<file path="src/rtl/fifo_rd_ctrl.sv">
// fifo_rd_ctrl: read-side burst controller for the project FIFO.
// Drains a requested number of words into a 2-entry in-order buffer drained by valid/ready.
module fifo_rd_ctrl #(
  parameter int WIDTH     = 8,
  parameter int FIFO_SIZE = 16,
  parameter int CNT_WIDTH = $clog2(FIFO_SIZE) + 1
) (
  input  logic                 clk,
  input  logic                 res,
  input  logic                 start,
  input  logic [CNT_WIDTH-1:0] num_reads,
  input  logic                 fifo_empty,
  input  logic [WIDTH-1:0]     fifo_rdata,
  output logic                 fifo_rd_en,
  output logic [WIDTH-1:0]     out_data,
  output logic                 out_valid,
  input  logic                 out_ready,
  output logic                 busy,
  output logic                 done,
  output logic [CNT_WIDTH-1:0] rd_count
);

  typedef enum logic [1:0] {
    IDLE  = 2'd0,
    READ  = 2'd1,
    DRAIN = 2'd2
  } state_t;

  localparam logic [CNT_WIDTH-1:0] MaxLen  = CNT_WIDTH'(FIFO_SIZE);
  localparam logic [CNT_WIDTH-1:0] CntZero = {CNT_WIDTH{1'b0}};
  localparam logic [CNT_WIDTH-1:0] CntOne  = {{(CNT_WIDTH-1){1'b0}}, 1'b1};

  state_t               state_q, state_d;
  logic [CNT_WIDTH-1:0] len_q, len_d;
  logic [CNT_WIDTH-1:0] issued_q, issued_d;
  logic [CNT_WIDTH-1:0] rd_count_q, rd_count_d;
  logic [1:0]           occ_q, occ_d;
  logic                 inflight_q, inflight_d;
  logic                 done_q, done_d;
  logic [WIDTH-1:0]     buf0_q, buf0_d;
  logic [WIDTH-1:0]     buf1_q, buf1_d;

  logic                 valid_s;
  logic                 pop_s;
  logic                 rd_en_s;
  logic [2:0]           room_s;
  logic [CNT_WIDTH-1:0] clamp_s;
  logic [WIDTH-1:0]     head_s;

  // Handshake, read-issue decode and output head selection
  always_comb begin
    valid_s = (occ_q != 2'd0) || inflight_q;
    pop_s   = valid_s && out_ready;
    room_s  = {1'b0, occ_q} + {2'b00, inflight_q} - {2'b00, pop_s};
    if (num_reads > MaxLen) begin
      clamp_s = MaxLen;
    end else begin
      clamp_s = num_reads;
    end
    if (state_q == READ) begin
      rd_en_s = !fifo_empty && (issued_q < len_q) && (room_s < 3'd2);
    end else begin
      rd_en_s = 1'b0;
    end
    // An empty buffer with a word in flight forwards the FIFO data directly,
    // giving one-cycle read latency without an extra stage.
    if ((occ_q == 2'd0) && inflight_q) begin
      head_s = fifo_rdata;
    end else begin
      head_s = buf0_q;
    end
  end

  // Buffer, counters and burst FSM next-state
  always_comb begin
    state_d    = state_q;
    len_d      = len_q;
    done_d     = 1'b0;
    buf0_d     = buf0_q;
    buf1_d     = buf1_q;
    inflight_d = rd_en_s;
    issued_d   = rd_en_s ? (issued_q + CntOne) : issued_q;
    rd_count_d = pop_s ? (rd_count_q + CntOne) : rd_count_q;

    case ({inflight_q, pop_s})
      2'b10:   occ_d = occ_q + 2'd1;
      2'b01:   occ_d = occ_q - 2'd1;
      default: occ_d = occ_q;
    endcase

    case (occ_q)
      2'd0: begin
        if (inflight_q && !pop_s) begin
          buf0_d = fifo_rdata;
        end else begin
          buf0_d = buf0_q;
        end
      end
      2'd1: begin
        if (inflight_q && pop_s) begin
          buf0_d = fifo_rdata;
        end else if (inflight_q) begin
          buf1_d = fifo_rdata;
        end else begin
          buf1_d = buf1_q;
        end
      end
      2'd2: begin
        if (pop_s) begin
          buf0_d = buf1_q;
        end else begin
          buf0_d = buf0_q;
        end
      end
      default: begin
        buf0_d = buf0_q;
        buf1_d = buf1_q;
      end
    endcase

    case (state_q)
      IDLE: begin
        if (start) begin
          if (clamp_s != CntZero) begin
            len_d      = clamp_s;
            issued_d   = CntZero;
            rd_count_d = CntZero;
            state_d    = READ;
          end else begin
            done_d = 1'b1;
          end
        end else begin
          state_d = IDLE;
        end
      end
      READ: begin
        if (issued_d == len_q) begin
          state_d = DRAIN;
        end else begin
          state_d = READ;
        end
      end
      DRAIN: begin
        // Finish on the edge of the last pop so done lands right after it.
        if ((occ_d == 2'd0) && !inflight_d) begin
          state_d = IDLE;
          done_d  = 1'b1;
        end else begin
          state_d = DRAIN;
        end
      end
      default: begin
        state_d = IDLE;
      end
    endcase
  end

  // State and datapath registers
  always_ff @(posedge clk or negedge res) begin
    if (!res) begin
      state_q    <= IDLE;
      len_q      <= CntZero;
      issued_q   <= CntZero;
      rd_count_q <= CntZero;
      occ_q      <= 2'd0;
      inflight_q <= 1'b0;
      done_q     <= 1'b0;
      buf0_q     <= {WIDTH{1'b0}};
      buf1_q     <= {WIDTH{1'b0}};
    end else begin
      state_q    <= state_d;
      len_q      <= len_d;
      issued_q   <= issued_d;
      rd_count_q <= rd_count_d;
      occ_q      <= occ_d;
      inflight_q <= inflight_d;
      done_q     <= done_d;
      buf0_q     <= buf0_d;
      buf1_q     <= buf1_d;
    end
  end

  assign fifo_rd_en = rd_en_s;
  assign out_valid  = valid_s;
  assign out_data   = head_s;
  assign busy       = (state_q != IDLE);
  assign done       = done_q;
  assign rd_count   = rd_count_q;

endmodule
</file>
<file path="config.mk">
export PLATFORM = sky130hd
export DESIGN_NAME = fifo_rd_ctrl
export DESIGN_NICKNAME = d
export VERILOG_FILES = /design/src/rtl/fifo_rd_ctrl.sv
export SDC_FILE = /design/constraint.sdc
export NUM_CORES = 1
export LEC_CHECK = 0
export ABC_CLOCK_PERIOD_IN_PS = 4300
export BUFFER_PORTS_ARGS = -buffer_cell sky130_fd_sc_hd__buf_2
export CORE_MARGIN = 2
export CORE_UTILIZATION = 50
export CTS_BUF_LIST = sky130_fd_sc_hd__clkbuf_8
export DETAILED_ROUTE_END_ITERATION = 10
export GPL_TIMING_DRIVEN = 0
export PLACE_DENSITY = 0.73
export SYNTH_ARGS = -nofsm -noshare
export SYNTH_HDL_FRONTEND = slang
export SYNTH_SLANG_ARGS = --single-unit
</file>
<file path="constraint.sdc">
create_clock -name clk -period 4.3 [get_ports clk]
set_clock_uncertainty 0.1 [all_clocks]
set_input_delay 0.645 -clock clk [delete_from_list [all_inputs] [get_ports clk]]
set_output_delay 0.645 -clock clk [all_outputs]
set_load 0.05 [all_outputs]
</file>
==> results_tabular.tex <==
\begin{tabular}{lr}
\hline
Metric & Value \\
\hline
\multicolumn{2}{l}{\textbf{Status}} \\
\quad Outcome & finished, final reports clean \\
\multicolumn{2}{l}{\textbf{STA}} \\
\quad Final-report setup violation count & 0 \\
\quad Max transition margin & 46.7\% \\
\quad Achievable Freq & 247 MHz \\
\quad Final hold violations & 0 \\
\quad Final Slew Violations & 0 \\
\quad Setup repair after global routing missed its margin & false \\
\quad Setup TNS after final layout & 0 ps \\
\quad Slew at the pin with the worst max-slew slack & 800 ps \\
\quad Minimum clock period & 4060 ps \\
\quad Crit share post-route & 94.3\% \\
\multicolumn{2}{l}{\textbf{Clock tree}} \\
\quad Clock Latency Late Sink & 280 ps \\
\quad Number of sinks driven by the clock tree & 37 \\
\quad Post-CTS Hold Buffers & 0 \\
\quad Clock tree from TritonCTS & yes \\
\quad CTS buffer count & 5 \\
\quad Total of cells resized after clock tree synthesis & 0 \\
\quad Largest buffer count on any clock path & 2 \\
\quad Post-CTS clock slew at the launch and capture registers of the worst setup and hold paths & 70 ps \\
\quad Clock tree root buffer cell & sky130\_fd\_sc\_hd\_\_clkbuf\_8 \\
\quad CTS HTree Levels & 2 \\
\quad Post-CTS setup repair buffer count & 0 \\
\multicolumn{2}{l}{\textbf{Detailed routing}} \\
\quad Routed via count & $\sim$1500 \\
\quad Number of DRC markers in iteration 0 & 82 \\
\quad Average wire per standard cell & 13.2 um \\
\quad Final Routed Wirelength & between 3 and 4 mm \\
\quad Remaining DRCs & 0 \\
\quad Post-route antenna net violation count & 0 \\
\quad Initial DRT Pass Iterations & 4 \\
\quad Ratio of routed vias to standard cells & approximately 5.2 \\
\multicolumn{2}{l}{\textbf{Logic synthesis}} \\
\quad Part of the Yosys area used for sequential elements & approximately 45\% \\
\quad Dominant register cell in the synthesized netlist & sky130\_fd\_sc\_hd\_\_dfrtp\_1 \\
\quad Number of standard cells after synthesis & 195 \\
\quad Post-synthesis cell type count & 39 \\
\quad Total of flip-flops plus latches after synthesis & 37 \\
\quad Post-synthesis instance area & 2070 um\^{}2 \\
\quad Synth Area per Inst & 10.6 um\^{}2 \\
\quad Nets in the synthesized netlist & 224 \\
\quad Yosys warning count & 0 \\
\quad FFs w/ async S/R, synth & 100\% \\
\quad Number of enable-type register cells in the synthesized netlist & 0 \\
\multicolumn{2}{l}{\textbf{Power and ir drop}} \\
\quad VDD IR max & 0.562 mV \\
\quad Power density over cell area & 767 nW/um\^{}2 \\
\quad Leakage power & 1.15 nW \\
\multicolumn{2}{l}{\textbf{Global routing}} \\
\quad Number of global-route vias before repair & 1409 \\
\quad GR Util All Layers & a little under a fifth \\
\quad Pin count of the biggest net entering global routing & 38 \\
\quad Number of antenna violations at the first check in global routing & 0 \\
\quad Residual overflow from global routing & 0 \\
\quad Global-route wire length before repair & between 6 and 7 mm \\
\multicolumn{2}{l}{\textbf{Floorplan}} \\
\quad Vertical extent of the die & between 60 and 70 um \\
\quad Initial Util & 51.8\% \\
\quad Width of the chip & 68.4 um \\
\quad Core Region & 4000 um\^{}2 \\
\quad Die Area & approximately 4700 um\^{}2 \\
\quad I/O pin count & 35 \\
\quad Num rows & 23 \\
\multicolumn{2}{l}{\textbf{Worst setup path}} \\
\quad Critical register-to-register path startpoint & occ\_q[1] \\
\quad Type of the worst setup path & reg -> out \\
\quad Data required time at the worst endpoint & 3560 ps \\
\quad Maximum fanout count along the critical path & 8 \\
\quad Register-to-register setup slack & 890 ps \\
\quad Arrival time of data at the critical path endpoint & 3310 ps \\
\quad Capturing element type of the critical path & output pin \\
\quad Startpoint class of the critical path & flop \\
\quad CP Launch Point & occ\_q[1] \\
\multicolumn{2}{l}{\textbf{Flow run}} \\
\quad Number of maximum-capacitance constraint violations & 0 \\
\multicolumn{2}{l}{\textbf{Finish}} \\
\quad Number of diodes added for antenna fixing & 0 \\
\quad Layout-stage area growth over the synthesis result & 15.1\% \\
\quad Fillers & 349 \\
\quad Layout Utilization & 59.7\% \\
\quad Most frequent standard cell in the layout excluding fill and tap cells & sky130\_fd\_sc\_hd\_\_dfrtp\_1 \\
\quad Share of final-layout standard cells stronger than drive strength 1 & approximately 30\% \\
\quad Highest-count cells in the layout ignoring fill and taps & 37 x sky130\_fd\_sc\_hd\_\_dfrtp\_1, 35 x sky130\_fd\_sc\_hd\_\_buf\_2, 21 x sky130\_fd\_sc\_hd\_\_nor2\_1 \\
\quad Post-route cell area & 2390 um\^{}2 \\
\quad Count of nets after finishing & 264 \\
\multicolumn{2}{l}{\textbf{Placed design}} \\
\quad Detail Placement HPWL & 2.82 mm \\
\quad Count of input and output buffers & 34 \\
\quad Post-DP Area & $\sim$2300 um\^{}2 \\
\quad Routability cong. & 0.845 \\
\multicolumn{2}{l}{\textbf{Worst hold path}} \\
\quad Min-delay worst type & in -> async \\
\hline
\end{tabular}
-- metrics by stage --
stage | hold slack [ps] | worst slack, ps | total power, mW | instances
3_3_place_gp | 384 | 430 | 1.59 | 279
2_1_floorplan | 249 | 435 | 1.41 | 195
3_5_place_dp | 387 | 388 | 1.62 | 279
4_1_cts | 383 | 66.8 | 1.85 | 287
6_report | 348 | 245 | 1.83 | 286
5_1_grt | 424 | 1.89 | 1.98 | 286
-- worst paths after layout --
kind,endpoint,depth (start not counted)
worst min-delay path,len_q[1],1
worst max-delay path,fifo_rd_en,12
worst max register to register,state_q[1],13
max in group asynchronous,occ_q[1],1
min in group clk,done,1
worst min register to register,done,1
-- state kept, by name, summed over array words and instances (netlist names) --
name,flops
rd_count,5
len_q,5
inflight_q,1
done,1
buf0_q,8
occ_q,2
buf1_q,8
state_q,2
issued_q,5
-- power breakdown --
group	total, mW	switching [mW]	internal, mW
registers	0.598	0.107	0.491
clock network	0.226	0.116	0.110
logic	1.01	0.640	0.368
total	1.83	0.863	0.969
-- per-layer routing --
metal	vias to the layer above	routed length, um	global-route usage, %
met5	-	0	0
met3	4	117	3.95
met2	21	1770	28.7
met1	708	1830	26.2
li1	759	-	-
met4	0	50	7.50
-- cells in the mapped netlist, drive strengths merged (2+ instances only) --
master   n  area (um^2)
a31oi    3         33.8
and3     2         15.0
nor2    21         78.8
dfrtp   37          926
clkbuf   2         7.51
inv     13         48.8
mux2    17          191
nand4    4         31.3
nand3b   3         22.5
nor4b    2         23.8
a21oi   10         50.1
nand2b   2         12.5
xnor2   11         96.3
ha      10          125
nand3    6         30.0
nor2b    3         18.8
mux2i   10          100
buf      2         10.0
o21ai    5         28.8
a311oi   2         17.5
nand2   12         45.0
xor2     6         52.6
-- critical path: stages (launching register included) --
cell and delay [ps]:
sky130_fd_sc_hd__dfrtp_1 460, sky130_fd_sc_hd__inv_1 100, sky130_fd_sc_hd__ha_1 230, sky130_fd_sc_hd__nand2b_1 90, sky130_fd_sc_hd__and2_1 300, sky130_fd_sc_hd__ha_1 320
sky130_fd_sc_hd__inv_1 100, sky130_fd_sc_hd__nand2_1 70, sky130_fd_sc_hd__fa_1 370, sky130_fd_sc_hd__xnor2_1 170, sky130_fd_sc_hd__nand4_2 170, sky130_fd_sc_hd__a31oi_4 330
sky130_fd_sc_hd__clkbuf_4 310
-- cell type report --
| type | count | area [um^2] | area share, % |
|---|---|---|---|
| tap | 50 | 62.6 | 2.62 |
| clock inverter | 3 | 13.8 | 0.577 |
| multi-input combinational | 141 | 1080 | 45.3 |
| timing repair buffer | 34 | 173 | 7.23 |
| clock buffer | 5 | 68.8 | 2.88 |
| inverter | 13 | 48.8 | 2.04 |
| buffer | 3 | 13.8 | 0.577 |
| sequential | 37 | 926 | 38.8 |
-- logic make-up after synthesis --
| group | synth area share, % |
|---|---|
| buf+inv | 3.20 |
| xor+xnor | 7.18 |
| compound gates | 8.33 |
| fa+ha+maj | 7.00 |
| simple gates | 15.6 |
| mux | 14.1 |
| flops | 44.7 |
(Power assumes the default switching activity.)
